[src/rtl/rs_issue_controller_pkg.sv]
`default_nettype none
// ============================================================================
//  Module   : rs_issue_controller_pkg
//  Brief    : Opcodes, instruction field slices and tag constants for issue.
//  Revision : 1.0  initial release
// ============================================================================
package rs_issue_controller_pkg;

  localparam logic [2:0] OP_ADD   = 3'b000;
  localparam logic [2:0] OP_SUB   = 3'b001;
  localparam int         TAG_NONE = 0;

  // Instruction layout: [11:9]=srcB [8:6]=dest [5:3]=srcA [2:0]=op
  function automatic logic [2:0] inst_op(input logic [11:0] i);
    return i[2:0];
  endfunction

  function automatic logic [2:0] inst_srca(input logic [11:0] i);
    return i[5:3];
  endfunction

  function automatic logic [2:0] inst_dest(input logic [11:0] i);
    return i[8:6];
  endfunction

  function automatic logic [2:0] inst_srcb(input logic [11:0] i);
    return i[11:9];
  endfunction

  function automatic logic is_alu_op(input logic [2:0] op);
    return (op == OP_ADD) || (op == OP_SUB);
  endfunction

endpackage
`default_nettype wire

[src/rtl/rs_issue_controller_free_finder.sv]
`default_nettype none
// ============================================================================
//  Module   : rs_free_finder
//  Brief    : Lowest-index free reservation station encoder.
//  Revision : 1.0  initial release
// ============================================================================
module rs_free_finder #(
  parameter int NUM_RS = 3,
  parameter int IDX_W  = 2
) (
  input  logic [NUM_RS-1:0] busy,
  output logic [IDX_W-1:0]  idx,
  output logic              any_free
);

  // Scan downward so the lowest free index is the last one written.
  always_comb begin
    idx      = '0;
    any_free = 1'b0;
    for (int i = NUM_RS - 1; i >= 0; i--) begin
      if (!busy[i]) begin
        idx      = IDX_W'(i);
        any_free = 1'b1;
      end
    end
  end

endmodule
`default_nettype wire

[src/rtl/rs_issue_controller.sv]
`default_nettype none
// ============================================================================
//  Module   : rs_issue_controller
//  Brief    : ADD/SUB issue stage: RS allocation, register status, CDB free.
//  Revision : 1.0  initial release
// ============================================================================
module rs_issue_controller
  import rs_issue_controller_pkg::*;
#(
  parameter int NUM_RS   = 3,
  parameter int NUM_REGS = 8,
  parameter int TAG_W    = 2
) (
  input  logic             clk,
  input  logic             reset,
  input  logic             inst_valid,
  input  logic [11:0]      inst,
  output logic             stall,
  output logic [2:0]       rs_count,
  output logic             issue_valid,
  output logic [TAG_W-1:0] issue_slot,
  output logic [2:0]       issue_op,
  output logic [2:0]       issue_dest,
  output logic [TAG_W-1:0] issue_qa,
  output logic [TAG_W-1:0] issue_qb,
  output logic             issue_fwd_a,
  output logic             issue_fwd_b,
  input  logic             cdb_valid,
  input  logic [TAG_W-1:0] cdb_tag
);

  logic [NUM_RS-1:0] r_busy;
  logic [NUM_RS-1:0] w_busy_next;
  logic [TAG_W-1:0]  r_reg_tag [NUM_REGS];
  logic [TAG_W-1:0]  w_free_idx;
  logic              w_any_free;
  logic [2:0]        w_op, w_dest, w_srca, w_srcb;
  logic              w_is_alu, w_issue, w_cdb_hit;
  logic [TAG_W-1:0]  w_new_tag, w_tag_a, w_tag_b;
  logic              w_fwd_a, w_fwd_b;
  logic [2:0]        w_count_next;

  rs_free_finder #(
    .NUM_RS (NUM_RS),
    .IDX_W  (TAG_W)
  ) u_free_finder (
    .busy     (r_busy),
    .idx      (w_free_idx),
    .any_free (w_any_free)
  );

  assign w_op     = inst_op(inst);
  assign w_dest   = inst_dest(inst);
  assign w_srca   = inst_srca(inst);
  assign w_srcb   = inst_srcb(inst);
  assign w_is_alu = is_alu_op(w_op);

  // Registered count only: a same-cycle CDB free must not reach the PC.
  assign stall     = inst_valid && w_is_alu && (rs_count == 3'(NUM_RS));
  assign w_issue   = inst_valid && w_is_alu && !stall && w_any_free;
  assign w_new_tag = w_free_idx + TAG_W'(1);

  assign w_tag_a = r_reg_tag[w_srca];
  assign w_tag_b = r_reg_tag[w_srcb];
  assign w_fwd_a = w_cdb_hit && (w_tag_a == cdb_tag);
  assign w_fwd_b = w_cdb_hit && (w_tag_b == cdb_tag);

  // A completion only counts when it names a station that is actually busy.
  always_comb begin
    w_cdb_hit = 1'b0;
    for (int i = 0; i < NUM_RS; i++) begin
      if (cdb_valid && (cdb_tag == TAG_W'(i + 1)) && r_busy[i]) w_cdb_hit = 1'b1;
    end
  end

  always_comb begin
    w_busy_next  = r_busy;
    w_count_next = '0;
    for (int i = 0; i < NUM_RS; i++) begin
      if (w_cdb_hit && (cdb_tag == TAG_W'(i + 1))) w_busy_next[i] = 1'b0;
      if (w_issue && (w_free_idx == TAG_W'(i)))    w_busy_next[i] = 1'b1;
    end
    for (int i = 0; i < NUM_RS; i++) begin
      w_count_next = w_count_next + 3'(w_busy_next[i]);
    end
  end

  always_ff @(posedge clk) begin
    if (reset) begin
      r_busy      <= '0;
      rs_count    <= '0;
      issue_valid <= 1'b0;
      issue_slot  <= '0;
      issue_op    <= '0;
      issue_dest  <= '0;
      issue_qa    <= '0;
      issue_qb    <= '0;
      issue_fwd_a <= 1'b0;
      issue_fwd_b <= 1'b0;
      for (int r = 0; r < NUM_REGS; r++) r_reg_tag[r] <= TAG_W'(TAG_NONE);
    end else begin
      r_busy      <= w_busy_next;
      rs_count    <= w_count_next;
      issue_valid <= w_issue;
      // The issuing write wins over a CDB clear of the same register.
      for (int r = 0; r < NUM_REGS; r++) begin
        if (w_issue && (w_dest == 3'(r)))
          r_reg_tag[r] <= w_new_tag;
        else if (w_cdb_hit && (r_reg_tag[r] == cdb_tag))
          r_reg_tag[r] <= TAG_W'(TAG_NONE);
      end
      if (w_issue) begin
        issue_slot  <= w_free_idx;
        issue_op    <= w_op;
        issue_dest  <= w_dest;
        issue_qa    <= w_fwd_a ? TAG_W'(TAG_NONE) : w_tag_a;
        issue_qb    <= w_fwd_b ? TAG_W'(TAG_NONE) : w_tag_b;
        issue_fwd_a <= w_fwd_a;
        issue_fwd_b <= w_fwd_b;
      end
    end
  end

  a_cdb_legal: assert property (@(posedge clk) disable iff (reset) cdb_valid |-> w_cdb_hit);

endmodule
`default_nettype wire

[config.mk]
export PLATFORM = sky130hd
export DESIGN_NAME = rs_issue_controller
export DESIGN_NICKNAME = d
export VERILOG_FILES = /design/src/rtl/rs_issue_controller_pkg.sv /design/src/rtl/rs_issue_controller_free_finder.sv /design/src/rtl/rs_issue_controller.sv
export SDC_FILE = /design/constraint.sdc
export NUM_CORES = 1
export LEC_CHECK = 0
export BUFFER_PORTS_ARGS = -buffer_cell sky130_fd_sc_hd__buf_2
export CAP_MARGIN = 20
export CORE_ASPECT_RATIO = 1.5
export CORE_MARGIN = 1
export CORE_UTILIZATION = 50
export DETAILED_ROUTE_END_ITERATION = 7
export PLACE_DENSITY = 0.79
export SYNTH_ARGS = -nofsm -noshare
export SYNTH_HDL_FRONTEND = slang
export SYNTH_SLANG_ARGS = --single-unit
[constraint.sdc]
create_clock -name clk -period 1.99 [get_ports clk]
set_clock_uncertainty 0.15 [all_clocks]
set_input_delay 0.199 -clock clk [delete_from_list [all_inputs] [get_ports clk]]
set_output_delay 0.199 -clock clk [all_outputs]
set_load 0.05 [all_outputs]
==> results of run 1 <==
## cells by family after synthesis
group / count (synthesis) / synth area share, %
AND/OR/NAND/NOR: 84 / 19.48
flip-flops: 36 / 42.46
AO/OA/AOI/OAI: 29 / 9.892
XOR/XNOR: 20 / 8.444
buffers and inverters: 18 / 6.755
multiplexers: 13 / 11.82
adder cells (fa/ha/maj): 1 / 0.9651
other: 1 / 0.1808
## Yosys cell counts, types with 2 or more instances
master and count:
a21oi_1 13, a22oi_1 2, a311o_1 8, clkbuf_1 7, clkbuf_8 6, dfxtp_1 20, edfxtp_1 16, inv_1 2
mux2i_1 4, mux4_1 3, mux4_2 5, nand2_1 20, nand3_1 3, nand3b_1 4, nand4_1 2, nand4b_1 2
nor2_1 35, nor3_1 4, nor3b_1 3, o21ai_0 2, or2_2 3, or3b_2 3, xnor2_1 12, xor2_1 8
## worst max-delay path: cells and delay by family (launching register included)
family | cells | cell delay [ns]
AO/OA/AOI/OAI | 2 | 0.47
multiplexers | 2 | 0.70
XOR/XNOR | 1 | 0.10
flip-flops | 1 | 0.42
## power breakdown
group	switching [W]	internal, W	total, W
Clock	0.000259	0.000321	0.000580
Sequential	0.0000217	0.000800	0.000822
Combinational	0.000163	0.000132	0.000296
## final cells by class
type	count	area, um2
timing repair buffer	54	332.8
sequential	36	880.8
clock buffer	7	97.59
inverter	2	7.507
multi-input combinational	148	1071
fill	325	1508
tap	45	56.30
clock inverter	1	5.005
## stage by stage
step                      total power (W)  std cells  util [%]  setup slack [ns]
after floorplan                  0.001041        202         -           0.02612
after global placement           0.001115        284     58.63          -0.05064
after detailed placement         0.001119        284     58.63           -0.1283
after CTS                        0.001698        293     61.38           0.01587
after global routing             0.001767        293     61.92         -0.003046
final                            0.001698        293     61.92           0.07993
## state kept, by name, summed over array words and instances, names as in the netlist
signal       flops
issue_slot       2
rs_count         2
issue_qa         2
issue_fwd_a      1
issue_dest       3
issue_fwd_b      1
issue_qb         2
issue_op         3
issue_valid      1
r_busy           3
r_reg_tag       16
## metal layers
metal	track usage, %	routed length, um	part of all wire, %	vias up
li1	-	-	-	808
met1	27.87	1720	39	793
met2	38.55	2371	54	55
met3	5.056	234	5.3	5
met4	9.487	61	1.4	0
met5	0	0	0	-
## worst max path at each step
| stage | startpoint | end | slack (ns) | cells past startpoint |
|---|---|---|---|---|
| floorplan | rs_count[1] | rs_count[0] | 0.03 | 5 |
| global placement | inst[2] | rs_count[0] | -0.05 | 6 |
| detailed placement | inst[2] | rs_count[0] | -0.13 | 6 |
| CTS | r_reg_tag[5][1] | issue_qa[0] | 0.02 | 5 |
| global route | r_reg_tag[6][0] | issue_fwd_a | -0.003 | 5 |
| finish | r_reg_tag[5][1] | issue_qa[0] | 0.08 | 5 |
## timing repair
item | 4_1_cts | 5_1_grt
gates resized for setup | 3 | 3
pin swaps | 0 | 2
hold endpoints to repair | 1 | 0
setup endpoints to repair | 2 | 4
hold buffers | 1 | 0
## cell usage in the layout (no fill, tap or decap), types with 3 or more instances in the layout
cell      instances
nor2_1           35
buf_2            35
nand2_1          20
dfxtp_1          20
buf_4            17
edfxtp_1         16
a21oi_1          13
xnor2_1          12
a311o_1           8
xor2_1            8
mux4_2            7
clkbuf_8          5
nor3_1            4
nand3b_1          4
or3b_2            3
nor3b_1           3
nand3_1           3
or2_2             3
==> out/results.ini, run 1 <==
[drt]
ant_nets = 0
first_pass_iters = 4
drt-total-wl_um = 4388
drc = 0
wire_per_inst_um = 14.98
via_per_inst = 5.669
drtIter0Drc = 47
via_count = 1661

[cts]
clock-sinks = 36
post-cts-setup-buffer-count = 0
clock_path_buffers = 2
clkTransAtPathRegs_ns = 0.07
cts_tree = done
cts_root_buf = clkbuf_8
htreeDepth = 2
numCtsBuffers = 5
clk_latency_ns = 0.28

[global_route]
grt_use_total_pct = 23.18
grt_max_degree = 23
grt-ovfl-total = 0
grt_pass1_vias = 1585
grt_pass1_wl_um = 7424
antenna_found_initial = 0

[critical_path]
slowest_stage = mux4_2
rr_worst_depth = 5
reg2reg_from = r_reg_tag[5][1]
cp-start-kind = flip-flop
path_cells = mux4_2 > mux2i_4 > xor2_1 > a311o_1 > a21oi_1
crit_path_max_fanout = 3
critPathMaxStageDelay_ns = 0.52
cp.arrival_ns = 1.98
rrSetupSlack_ns = 0.08
r2r-end = issue_qa[0]
cp_data_required_time_ns = 2.06
critical_path_class = flip-flop to flip-flop
cp-end-kind = flip-flop

[floorplanning]
die-width_um = 54.59
rows = 28
dieArea_um2 = 4416
ios = 37
die_h_um = 80.89
start_util_pct = 52.40
core_um2 = 3959

[synth]
ys_types = 39
ys_ff_latch = 36
synthTopCellsByArea = edfxtp_1 23%, dfxtp_1 19%, nor2_1 6.3%
synth_edf_count = 16
synth.net_count = 221
syn_area_um2 = 2074
synthArstFlopShare_pct = 0
synthCells = 202
yosysWarningCount = 0
ys.flop_type = dfxtp_1
synth_top_area_share_pct = 23.16
syn_area_per_cell_um2 = 10.27
synth_top_area_cell = edfxtp_1
ys_seq_area_share_pct = 42.46

[sta]
timing.hold.ws_ns = 0.08312
hold_viol_final = 0
drv_slew = 0
fin_setup_tns_ns = 0
clock.fmax_mhz = 523.5
setup_viol = 0
finalCriticalPeriod_ns = 1.910
fin_crit_sh_pct = 95.98

[outcome]
status = finished clean

[run]
drv_cap = 0

[cells_and_area]
syn_to_final_growth_pct = 18.15
drive_above_1_share_pct = 31.05
fin_area_um2 = 2451
nets = 266
antenna_cells = 0

[worst_hold_path]
min_from = inst[7]
hold_path.class = primary input to flip-flop
whs_path_depth = 3
hold_end = issue_dest[1]

[placed_design]
place_area_um2 = 2321
io_buffers = 35
place.gp.congestion = 0.7691
dp_hpwl_um = 3305

[power_and_ir_drop]
p_leak_nw = 0.9635
vdd.ir_drop.worst_mv = 0.4490
p_per_area_nw_per_um2 = 692.9

No activity file was read; power rests on OpenSTA's default activity.
==> inputs of run 2 (changes only) <==
- ABC_AREA: unset -> 1
- SETUP_SLACK_MARGIN: unset -> 0.3
- SKIP_CTS_REPAIR_TIMING: unset -> 1
==> out/results.ini, run 2 <==
[outcome]
status = finished clean  ; unchanged

[sta]
fin_setup_tns_ns = 0  ; unchanged
clock.fmax_mhz = 616.1  ; was 523.5 MHz
drv_slew = 0  ; unchanged
hold_viol_final = 0  ; unchanged
timing.hold.ws_ns = 0.02259  ; was 0.08312 ns
setup_viol = 0  ; unchanged
rsz0062_at_grt = yes
fin_crit_sh_pct = 81.56  ; was 95.98%
finalCriticalPeriod_ns = 1.623  ; was 1.910 ns
fin_ws_ns = 0.3669  ; was 0.07993 ns

[power_and_ir_drop]
switching_power_w = 0.0004674  ; was 0.0004443 W
p_per_area_nw_per_um2 = 659.5  ; was 692.9 nW/um2
power.internal_w = 0.001214  ; was 0.001254 W
p_clk_share_pct = 33.9  ; was 34.2%
p_seq_share_pct = 48.6  ; was 48.4%
power_frac_comb_pct = 17.5  ; was 17.4%
vdd.ir_drop.worst_mv = 0.7825  ; was 0.4490 mV
p_leak_nw = 1.207  ; was 0.9635 nW
p_sw_share_pct = 27.79  ; was 26.16%
power.total_w = 0.001682  ; was 0.001698 W

[critical_path]
crit_path_start = r_busy[2]  ; was r_reg_tag[5][1]
rrSetupSlack_ns = 0.37  ; was 0.08 ns
reg2reg_from = r_busy[2]  ; was r_reg_tag[5][1]
cp-end-kind = flip-flop  ; unchanged
crit_path_max_fanout = 6  ; was 3
critPathMaxStageDelay_ns = 0.39  ; was 0.52 ns
slowest_stage = dfxtp_1  ; was mux4_2
path_cells = nand3_1 > nand2_8 > buf_2 > buf_4 > a21oi_1 > or2_1 > nor2_1  ; was mux4_2 > mux2i_4 > xor2_1 > a311o_1 > a21oi_1
crit_buf_inv = 2  ; was 0
cp.arrival_ns = 1.71  ; was 1.98 ns
cp_data_required_time_ns = 2.07  ; was 2.06 ns
cpLargestDelayFamily = simple AND/OR/NAND/NOR gates  ; was multiplexers
cp-start-kind = flip-flop  ; unchanged
critical_path_class = flip-flop to flip-flop  ; unchanged

[cells_and_area]
final_cell_mix = 59 x nor2_1, 51 x nand2_1, 36 x buf_2, 29 x inv_1, 27 x nand3_1  ; was 35 x nor2_1, 35 x buf_2, 20 x nand2_1, 20 x dfxtp_1, 17 x buf_4
final_common_cell = nor2_1
largest_register_ffs = 16  ; unchanged
nets = 346  ; was 266
drive_above_1_share_pct = 22.87  ; was 31.05%
fillers = 368  ; was 325
top_register = r_reg_tag  ; unchanged
layoutNonFillerInstCount = 373  ; was 293
antenna_cells = 0  ; unchanged
syn_to_final_growth_pct = 21.74  ; was 18.15%

[drt]
first_pass_iters = 5  ; was 4
top_layer = met4  ; unchanged
drc = 0  ; unchanged
wl_met1_um = 1976  ; was 1720 um
drt-total-wl_um = 5164  ; was 4388 um
via_per_inst = 5.582  ; was 5.669
route.met2.wl_um = 2819  ; was 2371 um
wire_per_inst_um = 13.84  ; was 14.98 um
drtIter0Drc = 61  ; was 47
via_count = 2082  ; was 1661
ant_nets = 0  ; unchanged
routed-wl-met3_um = 276  ; was 234 um

[synth]
synthTopCellsByArea = edfxtp_1 23%, dfxtp_1 19%, nor2_1 11%  ; was edfxtp_1 23%, dfxtp_1 19%, nor2_1 6.3%
synth.net_count = 303  ; was 221
ys_ff_latch = 36  ; unchanged
yosysMostFrequentCell = nor2_1  ; unchanged
ys.flop_type = dfxtp_1  ; unchanged
synthArstFlopShare_pct = 0  ; unchanged
synth_commonest_cells = 59 x nor2_1, 52 x nand2_1, 29 x inv_1, 29 x nand3_1, 20 x dfxtp_1  ; was 35 x nor2_1, 20 x dfxtp_1, 20 x nand2_1, 16 x edfxtp_1, 13 x a21oi_1
ys_seq_area_share_pct = 42.05  ; was 42.46%
synth_top_area_share_pct = 22.94  ; was 23.16%
synth_edf_count = 16  ; unchanged
syn_area_per_cell_um2 = 7.375  ; was 10.27 um2
synthCells = 284  ; was 202
yosysWarningCount = 0  ; unchanged
syn_area_um2 = 2095  ; was 2074 um2
synth_top_area_cell = edfxtp_1  ; unchanged
ys_types = 27  ; was 39

[placed_design]
dp.cells = 358  ; was 284
dp_hpwl_um = 3669  ; was 3305 um
io_buffers = 35  ; unchanged
dp_slack_ns = 0.2119  ; was -0.1283 ns
place.gp.congestion = 0.8453  ; was 0.7691

[global_route]
grt_pass1_vias = 1808  ; was 1585
grt_max_degree = 20  ; was 23
antenna_found_initial = 0  ; unchanged
grt-ovfl-total = 0  ; unchanged
grt_use_total_pct = 24.62  ; was 23.18%
grt_pass1_wl_um = 7955  ; was 7424 um

[floorplanning]
die-width_um = 54.85  ; was 54.59 um
ios = 37  ; unchanged
core_um2 = 3994  ; was 3959 um2
start_util_pct = 52.44  ; was 52.40%
dieArea_um2 = 4457  ; was 4416 um2
die_h_um = 81.27  ; was 80.89 um
rows = 28  ; unchanged

[cts]
htreeDepth = 2  ; unchanged
cts_tree = done  ; unchanged
cts_root_buf = clkbuf_8  ; unchanged
numCtsBuffers = 5  ; unchanged
clk_latency_ns = 0.29  ; was 0.28 ns
clkTransAtPathRegs_ns = 0.08  ; was 0.07 ns
clock_path_buffers = 2  ; unchanged
clock-sinks = 36  ; unchanged

[worst_hold_path]
min_from = inst[0]  ; was inst[7]
hold_path.class = primary input to flip-flop  ; unchanged

[run]
drv_cap = 0  ; unchanged

[run 2: cell types whose count changed after synthesis, moves of 5 or more]
cell,change
a21oi_1,+6
a311o_1,-8
clkbuf_8,-6
inv_1,+27
mux4_2,-5
nand2_1,+32
nand3_1,+26
nor2_1,+24
o211ai_1,+6
o21ai_0,+9
o41ai_1,+6
xnor2_1,-12
[run 2: layout make-up]
cell class              instances  area [um2]  share of cell area (%)
clock buffers                   7       97.59                   3.827
clock inverters                 1       5.005                  0.1963
inverters                      30       112.6                   4.416
multi-input cells             206        1110                   43.52
flip-flops and latches         36       885.9                   34.74
well taps                      45       56.30                   2.208
repair buffers                 48       282.8                   11.09
[run 2: power groups by stage]
stage,Combinational [W],Clock (W),Sequential (W)
2_1_floorplan,0.000157,0,0.000866
3_3_place_gp,0.000263,0,0.000832
3_5_place_dp,0.000267,0,0.000833
4_1_cts,0.000269,0.000572,0.000816
5_1_grt,0.000323,0.000606,0.000820
6_report,0.000295,0.000570,0.000817
[run 2: final timing paths]
path | to | depth (start not counted)
worst max register to register | issue_qb[0] | 7
worst min register to register | issue_op[1] | 2
worst max-delay path | issue_qb[0] | 7
worst min-delay path | issue_op[0] | 3
[run 2: kinds of logic after synthesis]
| logic type | Yosys count | share of synthesized area [%] |
|---|---|---|
| other cells | 1 | 0.1790 |
| compound gates | 45 | 13.32 |
| xor+xnor | 8 | 3.345 |
| flops | 36 | 42.05 |
| fa+ha+maj | 1 | 0.9558 |
| buf+inv | 42 | 8.661 |
| simple gates | 151 | 31.48 |
[run 2: tightest hold or removal path, cell delays in order]
cell	delay (ns)
buf_2	0.07
o21ai_0	0.07
nor2_1	0.08
[run 2: stage by stage]
step | utilization (%) | cell area, um2
3_3_place_gp | 57.71 | 2305
3_5_place_dp | 57.71 | 2305
5_1_grt | 63.85 | 2550
2_1_floorplan | - | 2098
6_report | 63.85 | 2550
4_1_cts | 60.28 | 2407
[run 2: routing by layer]
metal  GRT usage, %  vias up
met1          28.94      975
li1               -     1024
met2          42.77       76
met5              0        -
met3          3.933        7
met4          9.487        0
